### config.mk
export PLATFORM = sky130hd
export DESIGN_NAME = if_pc_ctrl
export DESIGN_NICKNAME = d
export VERILOG_FILES = /design/src/rtl/if_pkg.sv /design/src/rtl/if_id_reg.sv /design/src/rtl/if_pc_ctrl.sv
export SDC_FILE = /design/constraint.sdc
export NUM_CORES = 1
export LEC_CHECK = 0
export ABC_CLOCK_PERIOD_IN_PS = 4560
export CELL_PAD_IN_SITES_DETAIL_PLACEMENT = 0
export CELL_PAD_IN_SITES_GLOBAL_PLACEMENT = 1
export CORE_MARGIN = 2
export CORE_UTILIZATION = 36
export CTS_CLUSTER_SIZE = 10
export DETAILED_ROUTE_END_ITERATION = 8
export PLACE_DENSITY_LB_ADDON = 0.1
export SYNTH_ARGS = -nofsm -noshare
export SYNTH_HDL_FRONTEND = slang
export SYNTH_SLANG_ARGS = --single-unit
### constraint.sdc
create_clock -name clk -period 4.56 [get_ports clk]
set_clock_uncertainty 0.1 [all_clocks]
set_input_delay 0.912 -clock clk [delete_from_list [all_inputs] [get_ports clk]]
set_output_delay 0.912 -clock clk [all_outputs]
set_load 0.02 [all_outputs]
### src/rtl/if_pkg.sv
// Shared defaults and FSM encoding for the IF-stage PC/fetch controller.
package if_pkg;
  localparam int          WIDTH    = 32;
  localparam logic [31:0] RESET_PC = 32'h0000_0000;
  localparam logic [31:0] NOP      = 32'h0000_0000;
  localparam int          PC_STEP  = 4;

  typedef enum logic [1:0] {
    BOOT  = 2'd0,
    FETCH = 2'd1,
    HOLD  = 2'd2
  } state_t;
endpackage

### src/rtl/if_id_reg.sv
// IF/ID pipeline latch plus a one-entry hold buffer for a word acked while stalled.
module if_id_reg #(
  parameter int               WIDTH = 32,
  parameter logic [WIDTH-1:0] NOP   = '0
) (
  input  logic             clk,
  input  logic             rst,
  input  logic             load,
  input  logic             bubble,
  input  logic             capture,
  input  logic             rel,
  input  logic             squash,
  input  logic [WIDTH-1:0] fetch_npc,
  input  logic [WIDTH-1:0] fetch_instr,
  output logic [WIDTH-1:0] npc,
  output logic [WIDTH-1:0] instr,
  output logic             valid
);
  logic [WIDTH-1:0] hb_npc;
  logic [WIDTH-1:0] hb_instr;

  // Controls are one-hot from the FSM; squash wins when present.
  always_ff @(posedge clk) begin
    if (rst || squash) begin
      npc      <= '0;
      instr    <= NOP;
      valid    <= 1'b0;
      hb_npc   <= '0;
      hb_instr <= NOP;
    end else if (load) begin
      npc   <= fetch_npc;
      instr <= fetch_instr;
      valid <= 1'b1;
    end else if (capture) begin
      hb_npc   <= fetch_npc;
      hb_instr <= fetch_instr;
    end else if (rel) begin
      npc   <= hb_npc;
      instr <= hb_instr;
      valid <= 1'b1;
    end else if (bubble) begin
      valid <= 1'b0;
    end
  end
endmodule

### src/rtl/if_pc_ctrl.sv
// IF-stage PC register, PC+4 adder and instruction-fetch FSM feeding the IF/ID latch.
module if_pc_ctrl
  import if_pkg::*;
#(
  parameter int               WIDTH    = if_pkg::WIDTH,
  parameter logic [WIDTH-1:0] RESET_PC = if_pkg::RESET_PC,
  parameter logic [WIDTH-1:0] NOP      = if_pkg::NOP
) (
  input  logic             clk,
  input  logic             rst,
  input  logic [WIDTH-1:0] next_pc,
  output logic [WIDTH-1:0] pc,
  output logic [WIDTH-1:0] pc_plus4,
  output logic             imem_req,
  input  logic             imem_ack,
  input  logic [WIDTH-1:0] imem_rdata,
  input  logic             stall,
  input  logic             flush,
  output logic [WIDTH-1:0] if_id_npc,
  output logic [WIDTH-1:0] if_id_instr,
  output logic             if_id_valid
);
  state_t state, state_nxt;
  logic   pc_ld, load, bubble, capture, rel, squash;

  assign pc_plus4 = pc + WIDTH'(PC_STEP);

  always_comb begin
    state_nxt = state;
    pc_ld     = 1'b0;
    load      = 1'b0;
    bubble    = 1'b0;
    capture   = 1'b0;
    rel       = 1'b0;
    squash    = 1'b0;
    if (flush) begin
      // Redirect drops any same-cycle ack and the held word.
      squash    = 1'b1;
      pc_ld     = 1'b1;
      state_nxt = FETCH;
    end else begin
      case (state)
        BOOT: state_nxt = FETCH;
        FETCH: begin
          if (imem_ack && !stall) begin
            load  = 1'b1;
            pc_ld = 1'b1;
          end else if (imem_ack) begin
            capture   = 1'b1;
            state_nxt = HOLD;
          end else if (!stall) begin
            bubble = 1'b1;
          end
        end
        HOLD: begin
          if (!stall) begin
            rel       = 1'b1;
            pc_ld     = 1'b1;
            state_nxt = FETCH;
          end
        end
        default: state_nxt = BOOT;
      endcase
    end
  end

  always_ff @(posedge clk) begin
    if (rst) begin
      state    <= BOOT;
      pc       <= RESET_PC;
      imem_req <= 1'b0;
    end else begin
      state    <= state_nxt;
      imem_req <= (state_nxt == FETCH);
      if (pc_ld) pc <= {next_pc[WIDTH-1:2], 2'b00};
    end
  end

  if_id_reg #(.WIDTH(WIDTH), .NOP(NOP)) u_if_id (
    .clk         (clk),
    .rst         (rst),
    .load        (load),
    .bubble      (bubble),
    .capture     (capture),
    .rel         (rel),
    .squash      (squash),
    .fetch_npc   (pc_plus4),
    .fetch_instr (imem_rdata),
    .npc         (if_id_npc),
    .instr       (if_id_instr),
    .valid       (if_id_valid)
  );
endmodule

==> key figures <==
STA
  • Tmin final: 4.08 ns
  • Setup TNS: 0 ns
  • Worst slew pin tran: 0.926 ns
  • Slew Limit Fails: 0
  • Crit share post-route: 89.5%
  • Worst slew margin: 38.2%
  • Final setup fails: 0
  • RSZ-0062 raised after global routing: no
  • FMAX: 245 MHz
  • Final Hold Viols: 0

Detailed routing
  • TritonRoute pass-1 iters: 5
  • Routed WL: 18900 µm
  • Post-route ant nets: 0
  • Mean routed wirelength per cell: 15.1 µm
  • Post-route DRC violation count: 0
  • Vias: 6212
  • Starting DRT DRC Count: 315
  • Via/cell ratio: 4.97

Clock network
  • CTS tree: done
  • Worst-path clk slew: 0.06 ns
  • Clock Tree Buf Depth: 2
  • Worst-skew pair later-pin latency: 0.42 ns
  • Postcts setup bufs: 0
  • Hold Buf Count CTS: 0
  • Clk sinks: 158
  • CTS HTree Levels: 4
  • CTS root buf: clkbuf_16
  • Inserted Clock Buffers: 17

Worst setup path
  • Cell Chain, Critical Path: ha_1 -> nand3_1 -> nor4_4 -> nand3_1 -> xor2_1 -> inv_1 -> clkdlybuf4s50_1
  • Critical path startpoint category: flop
  • CP delay by family, top: simple AND/OR/NAND/NOR gates
  • Worst Path Required: 3.55 ns
  • CP bufs+invs: 2
  • Worst r2r src: state[1]
  • Largest stage delay, worst path: 0.55 ns
  • CP endpoint kind: primary output
  • Crit-path slowest cell: clkdlybuf4s50_1
  • Worst-path fanout max: 9
  • Cell mode on critical path: nand3_1
  • Critical Path Start: pc[2]
  • CP arrival: 3.07 ns
  • Crit path kind: reg2out

Synthesis
  • Area leader, netlist: dfxtp_1
  • Yosys cell types: 50
  • Count leader, synth: nand2_1
  • Predominant post-synthesis flop cell: dfxtp_1
  • Register area share after synthesis: 47.3%
  • Syn Area/Cell: 7.84 µm²
  • Seq cells post-synth: 158
  • Top cell type's share of synthesized area: 47.3%
  • Largest cells by area after synthesis: dfxtp_1 47%, nand2_1 12%, a21oi_1 7.0%
  • EDFF count, synth: 0
  • Async SR Flop Fraction: 0%
  • Cells after synthesis: 852
  • Cell area after synthesis: 6680 µm²
  • Commonest cells in the synthesized netlist: 219 x nand2_1, 158 x dfxtp_1, 93 x a21oi_1
  • Yosys warning count: 0

Outcome
  • Status: complete, no violations

GRT
  • Initial antenna violation count: 0
  • First-pass GRT wire length: 30000 µm
  • Vias in the first global route: 5624
  • Largest net degree at the start of global routing: 68
  • Overall routing resource usage: 19.1%
  • Gr ovfl total: 0

Finish
  • Fin nets: 1084
  • Final core occ: 51.8%
  • Layout cells sized above 1: 5.68%
  • Area of the multi-input gates: 3210 µm²
  • # fillers: 1779
  • Layout area overhead: 40.3%
  • Diodes inserted: 0
  • Sequential Area: 3160 µm²

Placed design
  • Buffers on Ports: 190
  • Post-DP HPWL: 12500 µm
  • Routability cong.: 0.782

Power and ir drop
  • Leak: 3.23 nW
  • Power Density: 350 nW/µm²
  • Maximum vdd drop: 275 µV

Die
  • Total die area: 19700 µm²
  • Die Span Y: 140 µm
  • Ports: 199
  • Initial Util: 36.9%
  • Core area: 18100 µm²
  • Row count: 49
  • Die X: 140 µm

Run
  • Max Cap Viol: 0

Worst hold path
  • Hold path start: u_if_id.npc[5]
  • Worst min path class: reg2reg
[worst reg2reg max path: stages, from the launching register on]
cell      delay [ns]
dfxtp_1         0.34
inv_1           0.11
ha_1            0.34
a21oi_1         0.19
nor2_4          0.54
nand2_1         0.36
o221ai_1        0.26
a21oi_1         0.06
[registers in the layout (all words and copies together) (netlist names)]
name	cells
u_if_id.npc	30
imem_req	1
state	2
u_if_id.instr	32
u_if_id.hb_instr	32
u_if_id.valid	1
u_if_id.hb_npc	30
pc	30
[repair_timing]
item / CTS / global route
resized for setup: 0 / 1
endpoints found under the hold margin: 0 / 0
setup endpoints to repair: 0 / 1
[per-stage QoR]
step / worst slack (ns) / cells / hold WS [ns] / cell area [µm²] / power (mW)
floorplan: 1.59 / 857 / 0.337 / 6700 / 1.65
global placement: 0.743 / 1220 / 0.341 / 8750 / 1.83
detailed placement: 0.724 / 1220 / 0.347 / 8750 / 1.83
CTS: 0.241 / 1251 / 0.355 / 9370 / 3.32
global route: 0.202 / 1251 / 0.370 / 9380 / 3.41
finish: 0.479 / 1251 / 0.352 / 9380 / 3.28
[final timing paths]
kind,slack (ns),endpoint,cells past startpoint
max,0.48,pc_plus4[22],7
min,0.35,u_if_id.npc[5],2
max reg2reg,2.13,u_if_id.npc[26],7
min reg2reg,0.35,u_if_id.npc[5],2
[logic make-up (layout without fill, tap and decap cells)]
group / count (synthesis) / count (layout) / synth area share (%)
DFF: 158 / 158 / 47.3
muxes: 3 / 3 / 0.449
other: 1 / 6 / 0.0561
xor gates and xnor gates: 25 / 25 / 3.28
and+or+nand+nor: 379 / 379 / 24.5
buffers and inverters: 91 / 256 / 5.56
adders and majority gates: 5 / 5 / 0.936
AOI/OAI and AO/OA: 190 / 190 / 17.9
[final cells by class]
class | count | share of cell area (%)
Multi-Input combinational cell | 608 | 34.2
Sequential cell | 158 | 33.7
Clock inverter | 11 | 1.77
Tap cell | 229 | 3.06
Clock buffer | 20 | 4.76
Inverter | 22 | 0.881
Timing Repair Buffer | 203 | 21.6
[cells in the final DEF, fill, tap and decap left out, types with 7 or more instances in the layout]
cell type,instances
nand2_1,219
clkdlybuf4s50_1,190
dfxtp_1,158
a21oi_1,93
nor2_1,68
a311oi_1,34
nand3_1,23
inv_1,22
o21ai_0,22
nor3_1,19
clkbuf_16,17
xor2_1,14
nand4_1,12
xnor2_1,11
buf_4,11
o211ai_1,10
o221ai_1,7
[metal layers]
metal	part of all wire, %	global-route usage, %
met1	48	25.4
met4	1.5	6.75
met5	0	0
met3	7.2	6.60
met2	44	28.8
[power by group]
part | switching (mW) | internal (mW)
sequential | 0.0341 | 1.41
combinational | 0.195 | 0.159
clock | 0.559 | 0.926
(Power assumes the default switching activity.)
==> RTL edit (config.mk and constraints unchanged) <==
`WIDTH` is set to 32 in 2 places; all go to 16.
--- a/src/rtl/if_pkg.sv
+++ b/src/rtl/if_pkg.sv
@@ -1,6 +1,6 @@
 // Shared defaults and FSM encoding for the IF-stage PC/fetch controller.
 package if_pkg;
-  localparam int          WIDTH    = 32;
+  localparam int          WIDTH    = 16;
   localparam logic [31:0] RESET_PC = 32'h0000_0000;
   localparam logic [31:0] NOP      = 32'h0000_0000;
   localparam int          PC_STEP  = 4;
--- a/src/rtl/if_id_reg.sv
+++ b/src/rtl/if_id_reg.sv
@@ -1,6 +1,6 @@
 // IF/ID pipeline latch plus a one-entry hold buffer for a word acked while stalled.
 module if_id_reg #(
-  parameter int               WIDTH = 32,
+  parameter int               WIDTH = 16,
   parameter logic [WIDTH-1:0] NOP   = '0
 ) (
   input  logic             clk,
Ports: changed (6 resized); port bits go from 199 to 103. The function was not compared with the original's and may differ.
==> RTL edit against the original RTL <==
Area after synthesis shrank 48%. Wire length shrank 55%. Cell area shrank 50%. Power shrank 53%. Critical path depth shrank 2. Sequential cell count shrank 80. Worst setup slack gained 0.47 ns. Hold slack gained 0.0053 ns. Sequential power shrank 50%. First-iteration DRC count shrank 80%. Non-clock buffer count shrank 101. Critical path type unchanged.
==> RTL edit: results (changes against the original RTL) <==
| Metric | Value |
|---|---|
| Largest net degree at the start of global routing | `49 (-28%)` |
| Status | `completed` |
| Wire length on met1 | `4010 um (-56%)` |
| Post-DP HPWL | `5810 um (-54%)` |
| CP peak stage delay | `0.67 ns (+0.12 ns)` |
| GR Util All Layers | `0.168 (-0.0223)` |
| Worst-path clk slew | `0.08 ns (+0.02 ns)` |
| Dpl ws | `1.23 ns (+0.508 ns)` |
| H-tree depth | `3 (-1)` |
| Pre-Repair DR Iteration Count | `4 (-1)` |
| GR Layer Usage met2 | `0.279 (-0.00914)` |
| Mux share of post-synthesis cell area | `0.122 (+0.117)` |
| Sequential fraction of the synthesis area | `0.446 (-0.0273)` |
| Met3 WL | `591 um (-56%)` |
| Synth area leaders | `dfxtp_1 (45%), mux2i_1 (11%), nor2_1 (6.4%)` |
| Crit path arrival time | `2.60 ns (-0.47 ns)` |
| Placed inst area | `0.00447 sq mm (-49%)` |
| Number of port buffers | `94 (-51%)` |
| Slew margin rel. | `0.322 (-0.0596)` |
| Global Route met3 Usage | `0.0447 (-0.0212)` |
| Met1 global-route usage | `0.214 (-0.0401)` |
| Commonest cells post-synth | `dfxtp_1 (78), nor2_1 (60), nand2_1 (40)` |
| Share of layout cells above drive strength 1 | `0.0774 (+0.0207)` |
| Synth unique cells | `43 (-14%)` |
| Crit path max-delay family | `buffers and inverters` |
| P_leak | `1.73 nW (-46%)` |
| Iteration-0 DRC count of the detailed router | `64 (-80%)` |
| Vias per inst | `4.79 (-3.6%)` |
| Synth Area in Compound Gates | `0.137 (-0.0419)` |
| Share of the synthesized area in the top cell type | `0.446 (-0.0273)` |
| Final std cells w/o fill | `607 (-51%)` |
[RTL edit: worst paths after layout]
kind,slack (ns),end,start,cells past startpoint
max,0.95,pc_plus4[10],pc[2],5
min,0.36,u_if_id.hb_instr[3],u_if_id.hb_instr[3],2
max reg2reg,2.22,pc[2],state[1],7
min reg2reg,0.36,u_if_id.hb_instr[3],u_if_id.hb_instr[3],2
[RTL edit: layout make-up]
type / instances / area, sq um / area share
clock inverter: 5 / 106 / 0.0225
inverter: 10 / 37.5 / 0.00796
multi-input combinational: 272 / 1710 / 0.362
tap: 129 / 161 / 0.0342
sequential: 78 / 1560 / 0.331
clock buffer: 11 / 141 / 0.0300
timing repair buffer: 102 / 1000 / 0.212
[RTL edit: power groups by stage]
stage / sequential (mW) / combinational [mW] / clock, mW
CTS: 0.714 / 0.189 / 0.653
detailed placement: 0.730 / 0.187 / 0
global placement: 0.730 / 0.188 / 0
floorplan: 0.741 / 0.0873 / 0
global route: 0.717 / 0.202 / 0.686
finish: 0.714 / 0.186 / 0.636
